--- config.mk ---
export PLATFORM = sky130hd
export DESIGN_NAME = seg_display_scheduler
export DESIGN_NICKNAME = d
export VERILOG_FILES = /design/src/rtl/seg_display_scheduler.sv
export SDC_FILE = /design/constraint.sdc
export NUM_CORES = 1
export LEC_CHECK = 0
export BUFFER_PORTS_ARGS = -buffer_cell sky130_fd_sc_hd__buf_2
export CAP_MARGIN = 5
export CORE_UTILIZATION = 45
export CTS_CLUSTER_SIZE = 20
export DETAILED_ROUTE_END_ITERATION = 8
export PLACE_DENSITY = 0.74
export SLEW_MARGIN = 20
export SYNTH_ARGS = -nofsm -noshare
export SYNTH_HDL_FRONTEND = slang
export SYNTH_SLANG_ARGS = --single-unit
--- constraint.sdc ---
create_clock -name clk -period 7.2 [get_ports clk]
set_input_delay 0.72 -clock clk [delete_from_list [all_inputs] [get_ports clk]]
set_output_delay 0.72 -clock clk [all_outputs]
set_load 0.03 [all_outputs]
--- src/rtl/seg_display_scheduler.sv ---
// seg_display_scheduler
//
// Shares the single 7-segment digit between four 4-bit greenhouse readings.
// Valid sources take turns on the display, DWELL ticks each. Any source can
// take over the display with a blinking alert through a level request /
// one-hot grant handshake.
//
// Ports
//   clk         system clock, rising edge
//   rst         synchronous active-high reset
//   src         four 4-bit readings, source i = src[4i+3:4i]
//   src_valid   source i takes part in rotation when set
//   alert_req   level alert request per source
//   hold        freezes rotation (no effect during an alert)
//   alert_gnt   one-hot alert grant (registered)
//   disp_value  value for val_to_seven_seg (registered)
//   disp_blank  digit blank request (registered)
//   cur_src     index currently shown (registered)
//   tick        one-cycle pulse, once every TICK_DIV cycles (registered)
module seg_display_scheduler #(
    parameter int TICK_DIV    = 25_000_000,
    parameter int DWELL       = 3,
    parameter int ALERT_TICKS = 6
) (
    input  logic        clk,
    input  logic        rst,
    input  logic [15:0] src,
    input  logic [3:0]  src_valid,
    input  logic [3:0]  alert_req,
    input  logic        hold,
    output logic [3:0]  alert_gnt,
    output logic [3:0]  disp_value,
    output logic        disp_blank,
    output logic [1:0]  cur_src,
    output logic        tick
);

    localparam int PW = $clog2(TICK_DIV);
    localparam logic [PW-1:0] PRESC_LAST = PW'(TICK_DIV - 1);
    // tick is registered, so it is raised one count early to line up with
    // the cycle in which the prescaler holds TICK_DIV-1.
    localparam logic [PW-1:0] PRESC_PRE  = PW'(TICK_DIV - 2);
    localparam logic [7:0]    DWELL_LIM  = 8'(DWELL);
    localparam logic [7:0]    ALERT_LIM  = 8'(ALERT_TICKS);

    localparam logic [1:0] ST_IDLE   = 2'd0;
    localparam logic [1:0] ST_ROTATE = 2'd1;
    localparam logic [1:0] ST_ALERT  = 2'd2;

    logic [1:0]    state_reg, state_next;
    logic [PW-1:0] presc_reg;
    logic          tick_reg;
    logic [7:0]    dwell_reg, dwell_next;
    logic [7:0]    acnt_reg, acnt_next;
    logic [3:0]    elig_reg, elig_next;
    logic [3:0]    gnt_reg, gnt_next;
    logic [1:0]    cur_reg, cur_next;
    logic [3:0]    value_reg, value_next;
    logic          blank_reg, blank_next;

    logic [3:0]    eligible;
    logic [1:0]    win_idx;
    logic [1:0]    first_valid;
    logic [3:0]    src_arr [4];

    for (genvar gi = 0; gi < 4; gi++) begin : g_src
        assign src_arr[gi]  = src[4*gi +: 4];
        assign eligible[gi] = alert_req[gi] & elig_reg[gi];
    end

    // Lowest set index of v (0 when v is empty).
    function automatic logic [1:0] lowest_idx(input logic [3:0] v);
        logic [1:0] r;
        r = 2'd0;
        for (int i = 3; i >= 0; i--) begin
            if (v[i]) r = 2'(i);
        end
        return r;
    endfunction

    // First set index strictly after cur, searching cyclically upward; wraps
    // back to cur itself when it is the only one set.
    function automatic logic [1:0] next_after(input logic [3:0] v, input logic [1:0] cur);
        logic [1:0] r;
        logic [1:0] idx;
        r = cur;
        for (int k = 4; k >= 1; k--) begin
            idx = cur + 2'(k);
            if (v[idx]) r = idx;
        end
        return r;
    endfunction

    assign win_idx     = lowest_idx(eligible);
    assign first_valid = lowest_idx(src_valid);

    always_comb begin
        state_next = state_reg;
        cur_next   = cur_reg;
        dwell_next = dwell_reg;
        acnt_next  = acnt_reg;
        gnt_next   = gnt_reg;
        blank_next = blank_reg;
        // A low request re-arms its eligibility.
        elig_next  = elig_reg | ~alert_req;

        case (state_reg)
            ST_ALERT: begin
                if (!alert_req[cur_reg] || (tick_reg && (acnt_reg + 8'd1 == ALERT_LIM))) begin
                    gnt_next   = 4'b0000;
                    acnt_next  = 8'd0;
                    dwell_next = 8'd0;
                    if (src_valid != 4'b0000) begin
                        state_next = ST_ROTATE;
                        cur_next   = first_valid;
                        blank_next = 1'b0;
                    end else begin
                        state_next = ST_IDLE;
                        cur_next   = 2'd0;
                        blank_next = 1'b1;
                    end
                end else if (tick_reg) begin
                    acnt_next  = acnt_reg + 8'd1;
                    blank_next = ~blank_reg;
                end
            end
            default: begin
                // IDLE and ROTATE share the priority chain: alert entry first,
                // then loss of all sources, then entry/advance of rotation.
                if (eligible != 4'b0000) begin
                    state_next = ST_ALERT;
                    cur_next   = win_idx;
                    gnt_next   = 4'b0001 << win_idx;
                    acnt_next  = 8'd0;
                    blank_next = 1'b0;
                    elig_next  = elig_next & ~(4'b0001 << win_idx);
                end else if (src_valid == 4'b0000) begin
                    state_next = ST_IDLE;
                    cur_next   = 2'd0;
                    dwell_next = 8'd0;
                    blank_next = 1'b1;
                end else if (state_reg != ST_ROTATE) begin
                    state_next = ST_ROTATE;
                    cur_next   = first_valid;
                    dwell_next = 8'd0;
                    blank_next = 1'b0;
                end else if (!src_valid[cur_reg]) begin
                    cur_next   = next_after(src_valid, cur_reg);
                    dwell_next = 8'd0;
                end else if (tick_reg && !hold) begin
                    if (dwell_reg + 8'd1 == DWELL_LIM) begin
                        cur_next   = next_after(src_valid, cur_reg);
                        dwell_next = 8'd0;
                    end else begin
                        dwell_next = dwell_reg + 8'd1;
                    end
                end
            end
        endcase

        value_next = (state_next == ST_IDLE) ? 4'd0 : src_arr[cur_next];
    end

    always_ff @(posedge clk) begin
        if (rst) begin
            state_reg <= ST_IDLE;
            presc_reg <= '0;
            tick_reg  <= 1'b0;
            dwell_reg <= 8'd0;
            acnt_reg  <= 8'd0;
            elig_reg  <= 4'b1111;
            gnt_reg   <= 4'b0000;
            cur_reg   <= 2'd0;
            value_reg <= 4'd0;
            blank_reg <= 1'b1;
        end else begin
            presc_reg <= (presc_reg == PRESC_LAST) ? '0 : presc_reg + PW'(1);
            tick_reg  <= (presc_reg == PRESC_PRE);
            state_reg <= state_next;
            dwell_reg <= dwell_next;
            acnt_reg  <= acnt_next;
            elig_reg  <= elig_next;
            gnt_reg   <= gnt_next;
            cur_reg   <= cur_next;
            value_reg <= value_next;
            blank_reg <= blank_next;
        end
    end

    assign alert_gnt  = gnt_reg;
    assign disp_value = value_reg;
    assign disp_blank = blank_reg;
    assign cur_src    = cur_reg;
    assign tick       = tick_reg;

endmodule

==> metrics.csv <==
metric,value,unit
clk_skew,6.46,ps
initial antenna violation count,0,
crit-path max FO,12,
Core Rows,30,
largest net degree at the start of global routing,35,
synthesized area,3280,um^2
Period minus WS final,3040,ps
core area,6910,um^2
CTS tree,yes,
share of cells above drive strength 1,15.9,%
final worst-path cycle share,42.2,%
Final Hold Fails,0,
ranking of synthesized cells by area,"dfxtp_1, nor2_1, xor2_1",
chip width,87.4,um
Cell variety after synth,63,
initial core utilization,47.5,%
Async SR Flop Fraction,0,%
"Seq/Total Area, Yosys",36.0,%
slew margin rel.,50.7,%
total global-route track usage,19.3,%
Mapped Avg Cell Area,8.21,um^2
Post-CTS Hold Fix Bufs,0,
chip height,87.4,um
Final Instance Count excl. Fillers,535,
post-route ant nets,0,
"Req. time, crit path",7460,ps
Place WS,4000,ps
cell taking the most area after synthesis,dfxtp_1,
# Post-CTS Setup Buffers,0,
clk root buf,clkbuf_8,
Total Wirelength,6980,um
Synth Net Count,433,
Post-synth EDFFs,0,
hold_ws,468,ps
Fmax achieved,0.329,GHz
Worst EP arrival,3300,ps
Yosys top cell area share,36.0,%
TritonCTS Buffers,9,
Routed WL per cell,13.0,um
max-cap check violation count,0,
via count,2946,
worst-margin pin slew,740,ps
post-DR vias/cell,5.51,
via count of the first global-routing pass,2607,
Syn. warnings,0,
H-tree depth,3,
wire length of the first global-routing pass,11500,um
Power Density,211,nW/um^2
clk buf depth,2,
detailed-route DRC error count,0,
Final Wtd Congestion,0.859,
status,finished clean,
Startpoint Class,flop,
GRT overflow,0,
"flops & latches, synth",59,
max reg flops,25,
Post-synth top flop,dfxtp_1,
setup tns final,0,ps
post-cts sizing count,0,
max-slew violations,0,
"CTS clk-pin slew, worst paths",70,ps
most frequent cells in the layout,"nor2_1, dfxtp_1, buf_2",
leakage power total,1.40,nW
HP Class,reg2reg,
IO Port Bufs,38,
ant diodes,0,
die area,7640,um^2
placed cells,519,
critical path type,reg2reg,
Worst Slack Setup Final,4160,ps
Crit. End Element,flop,
final setup fails,0,
IO Pins,39,
drt pass-1 iters,4,
Mapped Cells,400,
clk sinks,59,
Layout area overhead,13.6,%
"Core Util, Final",54.0,%
Worst VDD drop,0.148,mV
unrepaired setup endpoints after global routing,no,
hpwl dp,5030,um
clk_lat worst skew,330,ps
"commonest non-fill, non-tap cell in the layout",nor2_1,
Nets,467,
Iter 0 DRT Violations,114,
## layout make-up
type,count,area (um^2)
clock buffer,10,138
clock inverter,6,63.8
fill,660,3180
inverter,13,48.8
multi-input combinational,313,1990
sequential,59,1180
tap,96,120
timing repair buffer,38,190
## layer usage
| layer | part of all wire (%) | track usage, % |
|---|---|---|
| met5 | 0 | 0 |
| met4 | 1.5 | 6.56 |
| met3 | 3.5 | 5.78 |
| met2 | 47 | 32.0 |
| met1 | 48 | 23.7 |
## worst paths after layout
path | start | slack [ps] | end | cells past startpoint
worst min-delay path | alert_gnt[2]$_SDFFE_PP0P_ | 470 | alert_gnt[2]$_SDFFE_PP0P_ | 2
worst max-delay path | cur_src[0]$_SDFF_PP0_ | 4160 | dwell_reg[5]$_SDFFE_PP0P_ | 7
worst min register to register | alert_gnt[2]$_SDFFE_PP0P_ | 470 | alert_gnt[2]$_SDFFE_PP0P_ | 2
worst max register to register | cur_src[0]$_SDFF_PP0_ | 4160 | dwell_reg[5]$_SDFFE_PP0P_ | 7
## cell families (layout without fill, tap and decap cells)
family / count (synthesis) / in the layout / synth area share [%]
DFF: 59 / 59 / 36.0
AOI/OAI and AO/OA: 92 / 92 / 20.2
xor gates and xnor gates: 21 / 21 / 5.60
and+or+nand+nor: 181 / 181 / 27.7
muxes: 13 / 13 / 4.73
adders and majority gates: 6 / 6 / 2.29
buffers and inverters: 28 / 67 / 3.47
## metrics by stage
step | power (mW) | instance area, um^2
after floorplan | 0.457 | 3280
after global placement | 0.491 | 3530
after detailed placement | 0.493 | 3530
after CTS | 0.794 | 3730
after global routing | 0.824 | 3730
final | 0.787 | 3730
## cells in the mapped netlist (2+ instances only)
master	n
and2_1	5
mux2_2	6
and4_1	3
clkbuf_1	12
or3_1	6
o31ai_4	2
a211o_1	2
nand3_1	17
a31oi_1	5
o311ai_0	2
nand3b_1	6
a22o_1	5
mux2_1	4
nand2b_1	3
nor2b_1	4
nor3_1	12
dfxtp_1	59
o21ai_0	21
nand2_1	32
nor3b_1	3
a22oi_1	2
nand4_1	7
o21bai_1	2
nor4b_1	2
nor2_1	62
inv_1	13
xnor2_1	5
nor4_1	4
or4_1	2
and3_1	7
a21o_1	4
mux2i_1	2
xor2_1	16
a311oi_1	3
ha_1	6
a21oi_1	27
## critical path, cell delays in order, from the launching register on
cell and delay, ps:
dfxtp_1 580, mux4_2 610, and4_1 200, o31ai_4 250
o21ai_1 310, or2_1 340, or4b_1 510, a21oi_1 150
## report_power, final
group | internal [mW] | switching [mW]
combinational | 0.0526 | 0.0831
sequential | 0.339 | 0.0120
clock | 0.169 | 0.131
Note: power is estimated with default switching activity, not from simulation.
